### src/rtl/mem_port_arbiter.sv
// Arbitrates one single-ported memory between the fetch (if_*) and data (dm_*) ports.
// Optional fetch-starvation guard compiled in with `define MEM_ARB_STARVE_GUARD_EN.
module mem_port_arbiter #(
    parameter int ADDR_WIDTH   = 32,
    parameter int DATA_WIDTH   = 32,
    parameter int STARVE_LIMIT = 4
) (
    input  logic                  clk,
    input  logic                  reset,

    input  logic                  if_req,
    input  logic [ADDR_WIDTH-1:0] if_addr,
    output logic [DATA_WIDTH-1:0] if_rdata,
    output logic                  if_done,
    output logic                  if_stall,

    input  logic                  dm_req,
    input  logic                  dm_we,
    input  logic [ADDR_WIDTH-1:0] dm_addr,
    input  logic [DATA_WIDTH-1:0] dm_wdata,
    output logic [DATA_WIDTH-1:0] dm_rdata,
    output logic                  dm_done,
    output logic                  dm_stall,

    output logic                  mem_req,
    output logic                  mem_we,
    output logic [ADDR_WIDTH-1:0] mem_addr,
    output logic [DATA_WIDTH-1:0] mem_wdata,
    input  logic [DATA_WIDTH-1:0] mem_rdata,
    input  logic                  mem_ack
);

    typedef enum logic [1:0] {
        IDLE = 2'd0,
        BUSY = 2'd1,
        RESP = 2'd2
    } state_t;

    state_t                  state_q, state_d;
    logic                    owner_dm_q, owner_dm_d;
    logic                    mem_req_q, mem_req_d;
    logic                    mem_we_q, mem_we_d;
    logic [ADDR_WIDTH-1:0]   mem_addr_q, mem_addr_d;
    logic [DATA_WIDTH-1:0]   mem_wdata_q, mem_wdata_d;
    logic [DATA_WIDTH-1:0]   if_rdata_q, if_rdata_d;
    logic [DATA_WIDTH-1:0]   dm_rdata_q, dm_rdata_d;
    logic                    if_done_q, if_done_d;
    logic                    dm_done_q, dm_done_d;

    logic                    any_req;
    logic                    arbitrate;
    logic                    grant_if;
    logic                    starve_hit;

    assign any_req   = if_req | dm_req;
    assign arbitrate = (state_q == IDLE) && any_req;
    // Data port wins ties unless the starvation guard forces a fetch grant.
    assign grant_if  = if_req & (~dm_req | starve_hit);

`ifdef MEM_ARB_STARVE_GUARD_EN
    localparam int CNT_W = $clog2(STARVE_LIMIT + 1) < 1 ? 1 : $clog2(STARVE_LIMIT + 1);

    logic [CNT_W-1:0] starve_cnt_q, starve_cnt_d;

    assign starve_hit = (starve_cnt_q == CNT_W'(STARVE_LIMIT));

    always_comb begin
        starve_cnt_d = starve_cnt_q;
        if (arbitrate) begin
            if (grant_if || !if_req) begin
                starve_cnt_d = '0;
            end else if (!starve_hit) begin
                starve_cnt_d = starve_cnt_q + 1'b1;
            end
        end
    end

    always_ff @(posedge clk or negedge reset) begin
        if (!reset) begin
            starve_cnt_q <= '0;
        end else begin
            starve_cnt_q <= starve_cnt_d;
        end
    end
`else
    assign starve_hit = 1'b0;
`endif

    // State and datapath registers; reset clears everything, abandoning any access.
    always_ff @(posedge clk or negedge reset) begin
        if (!reset) begin
            state_q     <= IDLE;
            owner_dm_q  <= 1'b0;
            mem_req_q   <= 1'b0;
            mem_we_q    <= 1'b0;
            mem_addr_q  <= '0;
            mem_wdata_q <= '0;
            if_rdata_q  <= '0;
            dm_rdata_q  <= '0;
            if_done_q   <= 1'b0;
            dm_done_q   <= 1'b0;
        end else begin
            state_q     <= state_d;
            owner_dm_q  <= owner_dm_d;
            mem_req_q   <= mem_req_d;
            mem_we_q    <= mem_we_d;
            mem_addr_q  <= mem_addr_d;
            mem_wdata_q <= mem_wdata_d;
            if_rdata_q  <= if_rdata_d;
            dm_rdata_q  <= dm_rdata_d;
            if_done_q   <= if_done_d;
            dm_done_q   <= dm_done_d;
        end
    end

    always_comb begin
        state_d = state_q;
        case (state_q)
            IDLE:    if (any_req) state_d = BUSY;
            BUSY:    if (mem_ack) state_d = RESP;
            RESP:    state_d = IDLE;
            default: state_d = IDLE;
        endcase
    end

    always_comb begin
        owner_dm_d  = owner_dm_q;
        mem_req_d   = mem_req_q;
        mem_we_d    = mem_we_q;
        mem_addr_d  = mem_addr_q;
        mem_wdata_d = mem_wdata_q;
        if_rdata_d  = if_rdata_q;
        dm_rdata_d  = dm_rdata_q;
        if_done_d   = 1'b0;
        dm_done_d   = 1'b0;
        case (state_q)
            IDLE: begin
                if (any_req) begin
                    owner_dm_d = ~grant_if;
                    mem_req_d  = 1'b1;
                    if (grant_if) begin
                        mem_we_d   = 1'b0;
                        mem_addr_d = if_addr;
                    end else begin
                        mem_we_d    = dm_we;
                        mem_addr_d  = dm_addr;
                        mem_wdata_d = dm_wdata;
                    end
                end
            end
            BUSY: begin
                if (mem_ack) begin
                    mem_req_d = 1'b0;
                    mem_we_d  = 1'b0;
                    if (owner_dm_q) begin
                        dm_done_d = 1'b1;
                        if (!mem_we_q) dm_rdata_d = mem_rdata;
                    end else begin
                        if_done_d  = 1'b1;
                        if_rdata_d = mem_rdata;
                    end
                end
            end
            default: begin
            end
        endcase
    end

    assign mem_req   = mem_req_q;
    assign mem_we    = mem_we_q;
    assign mem_addr  = mem_addr_q;
    assign mem_wdata = mem_wdata_q;
    assign if_rdata  = if_rdata_q;
    assign dm_rdata  = dm_rdata_q;
    assign if_done   = if_done_q;
    assign dm_done   = dm_done_q;
    assign if_stall  = if_req & ~if_done_q;
    assign dm_stall  = dm_req & ~dm_done_q;

endmodule

### config.mk
export PLATFORM = sky130hd
export DESIGN_NAME = mem_port_arbiter
export DESIGN_NICKNAME = d
export VERILOG_FILES = /design/src/rtl/mem_port_arbiter.sv
export SDC_FILE = /design/constraint.sdc
export NUM_CORES = 1
export LEC_CHECK = 0
export BUFFER_PORTS_ARGS = -buffer_cell sky130_fd_sc_hd__buf_2
export CAP_MARGIN = 25
export CORE_UTILIZATION = 35
export DETAILED_ROUTE_END_ITERATION = 7
export SYNTH_ARGS = -nofsm -noshare
export SYNTH_HDL_FRONTEND = slang
export SYNTH_SLANG_ARGS = --single-unit
export TNS_END_PERCENT = 5
### constraint.sdc
create_clock -name clk -period 2 [get_ports clk]
set_clock_uncertainty 0.1 [all_clocks]
set_input_delay 0.1 -clock clk [delete_from_list [all_inputs] [get_ports clk]]
set_output_delay 0.1 -clock clk [all_outputs]
set_load 0.1 [all_outputs]
# Word level (Yosys, flattened, before mapping)
# Cells that the tools add are included.
dict set report word_totals {
  register_bits 135
  in_bits 134
  output_inout_bits 134
}
dict set report op_classes {
  n_eq_ne 3
  muxes 16
  bitwise 10
  n_reduce_logical 8
}
# op n
set ops {}
lappend ops {{$mux 32} 1}
lappend ops {{$mux 1} 10}
lappend ops {{$reduce_and 3->1} 3}
lappend ops {{$not 1->1} 6}
lappend ops {{$mux 2} 2}
lappend ops {{$ne 2x2->1 const B} 2}
lappend ops {{$pmux 1 s2} 2}
lappend ops {{$pmux 2 s2} 1}
lappend ops {{$reduce_and 2->1} 2}
lappend ops {{$reduce_and 4->1} 1}
lappend ops {{$and 1x1->1} 3}
lappend ops {{$eq 2x1->1 const B} 1}
lappend ops {{$logic_not 2->1} 1}
lappend ops {{$reduce_bool 2->1} 1}
lappend ops {{$or 1x1->1} 1}

# Logic depth before layout (Yosys ltp)
dict set report depth {
  word_depth 5
  ltp_mapped 5
}

# Worst setup path before layout
# Ideal clock, no wire load.
dict set report synth_timing {
  path_kind {register to output}
  startpoint {register dm_done_q (netlist: dm_done)}
  endpoint {output dm_stall}
  arrival_ps 2211
  required_time_ps 1800
  setup_slack_ps -411
  path_stages_with_launch 2
  path_cell_list {dfrtp_1 -> nor2b_1}
}
dict set report synth_between {
  elab_chain_len 2
}
# item line
set synth_lines {}
lappend synth_lines {{from (decl)} 48} ;# logic dm_done_q, dm_done_d;
lappend synth_lines {{from (signal assigned)} 112} ;# dm_done_q <= dm_done_d;
lappend synth_lines {{$not 1->1} 178} ;# assign dm_stall = dm_req & ~dm_done_q;
lappend synth_lines {{$and 1x1->1} 178}
lappend synth_lines {{to (decl)} 23} ;# output logic dm_stall,
# Every way passes these cells.

# Final worst setup path
dict set report layout_timing {
  startpoint {input dm_req}
  endpoint {register mem_addr_q[0] (netlist: mem_addr[0])}
}
dict set report layout_between {
  elab_chain_len 3
}
# item line
set layout_lines {}
lappend layout_lines {{from (decl)} 17} ;# input logic dm_req,
lappend layout_lines {{$not 1->1} 58} ;# assign grant_if = if_req & (~dm_req | starve_hit);
lappend layout_lines {{$and 1x1->1} 58}
lappend layout_lines {{$mux 32} 141} ;# if (grant_if) begin
lappend layout_lines {{to (signal assigned)} 107} ;# mem_addr_q <= mem_addr_d;
lappend layout_lines {{to (decl)} 43} ;# logic [ADDR_WIDTH-1:0] mem_addr_q, mem_addr_d;
# Several ways; a longest one is shown, not always the timed one.
# A chain may end at the register's enable or synchronous reset.

==> flow_metrics.tcl <==
set metrics [dict create \
    hold_path.class "input pin to asynchronous set/reset pin" \
    route.detailed.vias_per_inst 4.517 \
    fin_util_pct 57.89 \
    number_of_hold_buffers_added_after_cts 132 \
    number_of_storage_elements_in_the_synthesis_netlist 135 \
    yosys.area_share.xor_xnor_pct 0 \
    yosysSeqAreaShare_pct 58.96 \
    compound_gate_fraction_of_synth_area_pct 0.6115 \
    timing.critical_path.fanout_max 25 \
    fp.coreArea_sq_um 15940 \
    critPathLaunchType "input pin" \
    critical_path_arrival_ns 1.99 \
    multi_input_area_sq_um 2166 \
    drc 0 \
    flow.area_growth_from_synthesis_pct 61.08 \
    yosys_warnings 0 \
    setup_ws_ns 0.2015 \
    synth.net_count 466 \
    fmaxAchievable_mhz 556.0 \
    cts_tree "done" \
    finalSetupViolCount 0 \
    grt_pass1_wl_um 23650 \
    fin_crit_sh_pct 89.93 \
    synth.mux.area_fraction_pct 35.38 \
    worstSetupEndpointType "register" \
    worst-r2r-cell-count 4 \
    fp.dieW_um 129.9 \
    relSlewSlack_pct 65.68 \
    total_iterations_of_the_first_detailed_routing_run 4 \
    synth-simple-area-share_pct 1.616 \
    first_global_vias 4767 \
    critical_register_to_register_path_endpoint "mem_addr[0]" \
    dr.first_iter.drc_count 102 \
    clk_pin_slew_ns 0.06 \
    pre_cts_slack_ns 0.2761 \
    placed_cells_incl_taps 808 \
    synth_adder_area_share_pct 0 \
    worstReg2RegStart "state_q[0]" \
    yosys-top-cells-area "sky130_fd_sc_hd__dfrtp_1 (59%), sky130_fd_sc_hd__mux2_2 (18%), sky130_fd_sc_hd__mux2_4 (16%)" \
    postRouteAntennaNets 0 \
    worst_pin_slew_ns 0.5184 \
    clk_path_buf_depth 2 \
    detailed_place_hpwl_um 9915 \
    n_antenna_cell 0 \
    synth_top_family_by_area "multiplexers" \
    syn-instance-count 332 \
    synth_top_cell_area_share_pct 58.96 \
    grt.overflow.total 0 \
    track_usage_pct 18.53 \
    port_buffers 267 \
    slew_viol_final 0 \
    clk-insertion-delay-late_ns 0.40 \
    boundaryPins 268 \
    timing_worst_setup_path_type "input pin to register" \
    cts_resized 0 \
    finalHoldViolations 0 \
    cts_inserted_buffers 17 \
    rsz_0062_raised_after_global_routing "no" \
    ff2ff_setup_slack_ns 0.26 \
    status "finished, final reports clean" \
    buffers_inserted_by_post_cts_timing_repair 0 \
    area.sequential_sq_um 3378 \
    timing.critical_path.required_ns 2.19 \
    finalWeightedCongestion 0.7022 \
    floorplan.initialDensity_pct 35.94 \
    layout.cells.non_filler 971 \
    die_span_y_um 129.9 \
    detail_route.wirelength_um 15520 \
    syn_avg_cell_area_sq_um 17.26 \
    num_rows 46 \
    cap_violations 0 \
    final_period_demand_of_the_worst_path_ns 1.799 \
    cts.sink_count 135 \
    design.final.nets 877 \
    die_area_sq_um 16880 \
    final_layout_size_suffix_gt1_share_pct 61.46 \
    grt_start_max_net_pins 59 \
    fillers 1254 \
    syn_area_sq_um 5729 \
    h-tree-depth 4 \
    cts_root_buffer "sky130_fd_sc_hd__clkbuf_16" \
    avgRoutedWirePerCell_um 15.98 \
    synth_area_leader_cell "sky130_fd_sc_hd__dfrtp_1" \
    antenna_violations_before_repair 0 \
    detailroute.via_count 4386 \
    post_synth_num_cell_types 21 \
]
## critical path: stages
cell,delay [ns]
sky130_fd_sc_hd__buf_2,0.12
sky130_fd_sc_hd__nand2b_2,0.32
sky130_fd_sc_hd__buf_12,0.27
sky130_fd_sc_hd__mux2_2,0.35
sky130_fd_sc_hd__dlygate4sd3_1,0.56
sky130_fd_sc_hd__mux2_2,0.26
## state kept, by name, summed over array words and instances, names as in the netlist
| name | flops |
|---|---|
| mem_addr | 32 |
| state_q | 2 |
| mem_req | 1 |
| dm_rdata | 32 |
| if_rdata | 32 |
| if_done | 1 |
| dm_done | 1 |
| owner_dm_q | 1 |
| mem_wdata | 32 |
| mem_we | 1 |
## through the flow
step	instance area, sq um	TNS, ns	hold WS [ns]
after global placement	7327	0	-0.09968
after floorplan	5732	-0.4107	-0.2956
after global routing	9229	0	0.05239
after detailed placement	7327	0	-0.08981
final	9229	0	0.03915
after CTS	9229	0	0.02656
## final cells by class
cell class | instances | share of cell area, %
Timing Repair Buffer | 409 | 30.63
Inverter | 2 | 0.08134
Tap cell | 216 | 2.928
Multi-Input combinational cell | 178 | 23.47
Clock buffer | 19 | 4.908
Clock inverter | 12 | 1.383
Sequential cell | 135 | 36.61
## placed cells by master, fill, tap and decap left out
| cell | count |
|---|---|
| sky130_fd_sc_hd__inv_1 | 2 |
| sky130_fd_sc_hd__clkinv_4 | 1 |
| sky130_fd_sc_hd__mux2_4 | 60 |
| sky130_fd_sc_hd__nor2_1 | 2 |
| sky130_fd_sc_hd__clkbuf_16 | 17 |
| sky130_fd_sc_hd__nor2_4 | 1 |
| sky130_fd_sc_hd__nor2b_2 | 1 |
| sky130_fd_sc_hd__and2_1 | 1 |
| sky130_fd_sc_hd__nand2_1 | 3 |
| sky130_fd_sc_hd__nand2b_2 | 1 |
| sky130_fd_sc_hd__clkinvlp_4 | 4 |
| sky130_fd_sc_hd__dfrtp_1 | 135 |
| sky130_fd_sc_hd__o21ai_0 | 2 |
| sky130_fd_sc_hd__nor2b_1 | 1 |
| sky130_fd_sc_hd__nand3b_4 | 1 |
| sky130_fd_sc_hd__buf_12 | 7 |
| sky130_fd_sc_hd__inv_6 | 1 |
| sky130_fd_sc_hd__dlygate4sd3_1 | 132 |
| sky130_fd_sc_hd__nand2b_1 | 1 |
| sky130_fd_sc_hd__mux2_1 | 10 |
| sky130_fd_sc_hd__o21a_2 | 1 |
| sky130_fd_sc_hd__buf_4 | 3 |
| sky130_fd_sc_hd__buf_6 | 1 |
| sky130_fd_sc_hd__nor3_4 | 1 |
| sky130_fd_sc_hd__a21o_1 | 1 |
| sky130_fd_sc_hd__mux2_2 | 90 |
| sky130_fd_sc_hd__bufinv_16 | 2 |
| sky130_fd_sc_hd__clkbuf_8 | 2 |
| sky130_fd_sc_hd__clkinv_2 | 4 |
| sky130_fd_sc_hd__a32o_1 | 1 |
| sky130_fd_sc_hd__buf_2 | 266 |
## cell families (layout without fill, tap and decap cells)
group / count (synthesis) / after routing
buffers and inverters: 19 / 442
and+or+nand+nor: 13 / 13
AOI/OAI and AO/OA: 5 / 5
DFF: 135 / 135
muxes: 160 / 160
## worst max-delay path by stage
stage | from | endpoint | slack [ns] | cells past startpoint
3_3_place_gp | state_q[0] | mem_addr[0] | 0.29 | 4
6_report | dm_req | mem_addr[0] | 0.20 | 6
5_1_grt | dm_req | mem_addr[0] | 0.16 | 6
4_1_cts | dm_req | mem_addr[0] | 0.21 | 6
3_5_place_dp | state_q[0] | mem_addr[0] | 0.28 | 4
2_1_floorplan | if_done | if_stall | -0.41 | 1
## per-layer routing
layer / up-vias / share of wire (%) / track usage [%]
li1: 2011 / - / -
met1: 2162 / 40 / 20.40
met2: 190 / 52 / 33.63
met3: 23 / 6.4 / 5.043
met4: 0 / 2.0 / 7.661
met5: - / 0 / 0
## Yosys cell counts
cell type	count
sky130_fd_sc_hd__buf_12	3
sky130_fd_sc_hd__nor2b_1	2
sky130_fd_sc_hd__a32o_1	1
sky130_fd_sc_hd__nand2b_1	2
sky130_fd_sc_hd__buf_2	1
sky130_fd_sc_hd__nor2_2	1
sky130_fd_sc_hd__nor2_1	2
sky130_fd_sc_hd__inv_1	2
sky130_fd_sc_hd__mux2_1	10
sky130_fd_sc_hd__mux2_4	60
sky130_fd_sc_hd__nand2_1	3
sky130_fd_sc_hd__o21ai_0	2
sky130_fd_sc_hd__buf_6	7
sky130_fd_sc_hd__o21a_1	1
sky130_fd_sc_hd__and2_1	1
sky130_fd_sc_hd__dfrtp_1	135
sky130_fd_sc_hd__nand3b_4	1
sky130_fd_sc_hd__nor3_4	1
sky130_fd_sc_hd__buf_4	6
sky130_fd_sc_hd__a21o_1	1
sky130_fd_sc_hd__mux2_2	90
Power is not shown: default switching activity piles up to over one toggle a cycle in this logic, so the estimate is an artifact.
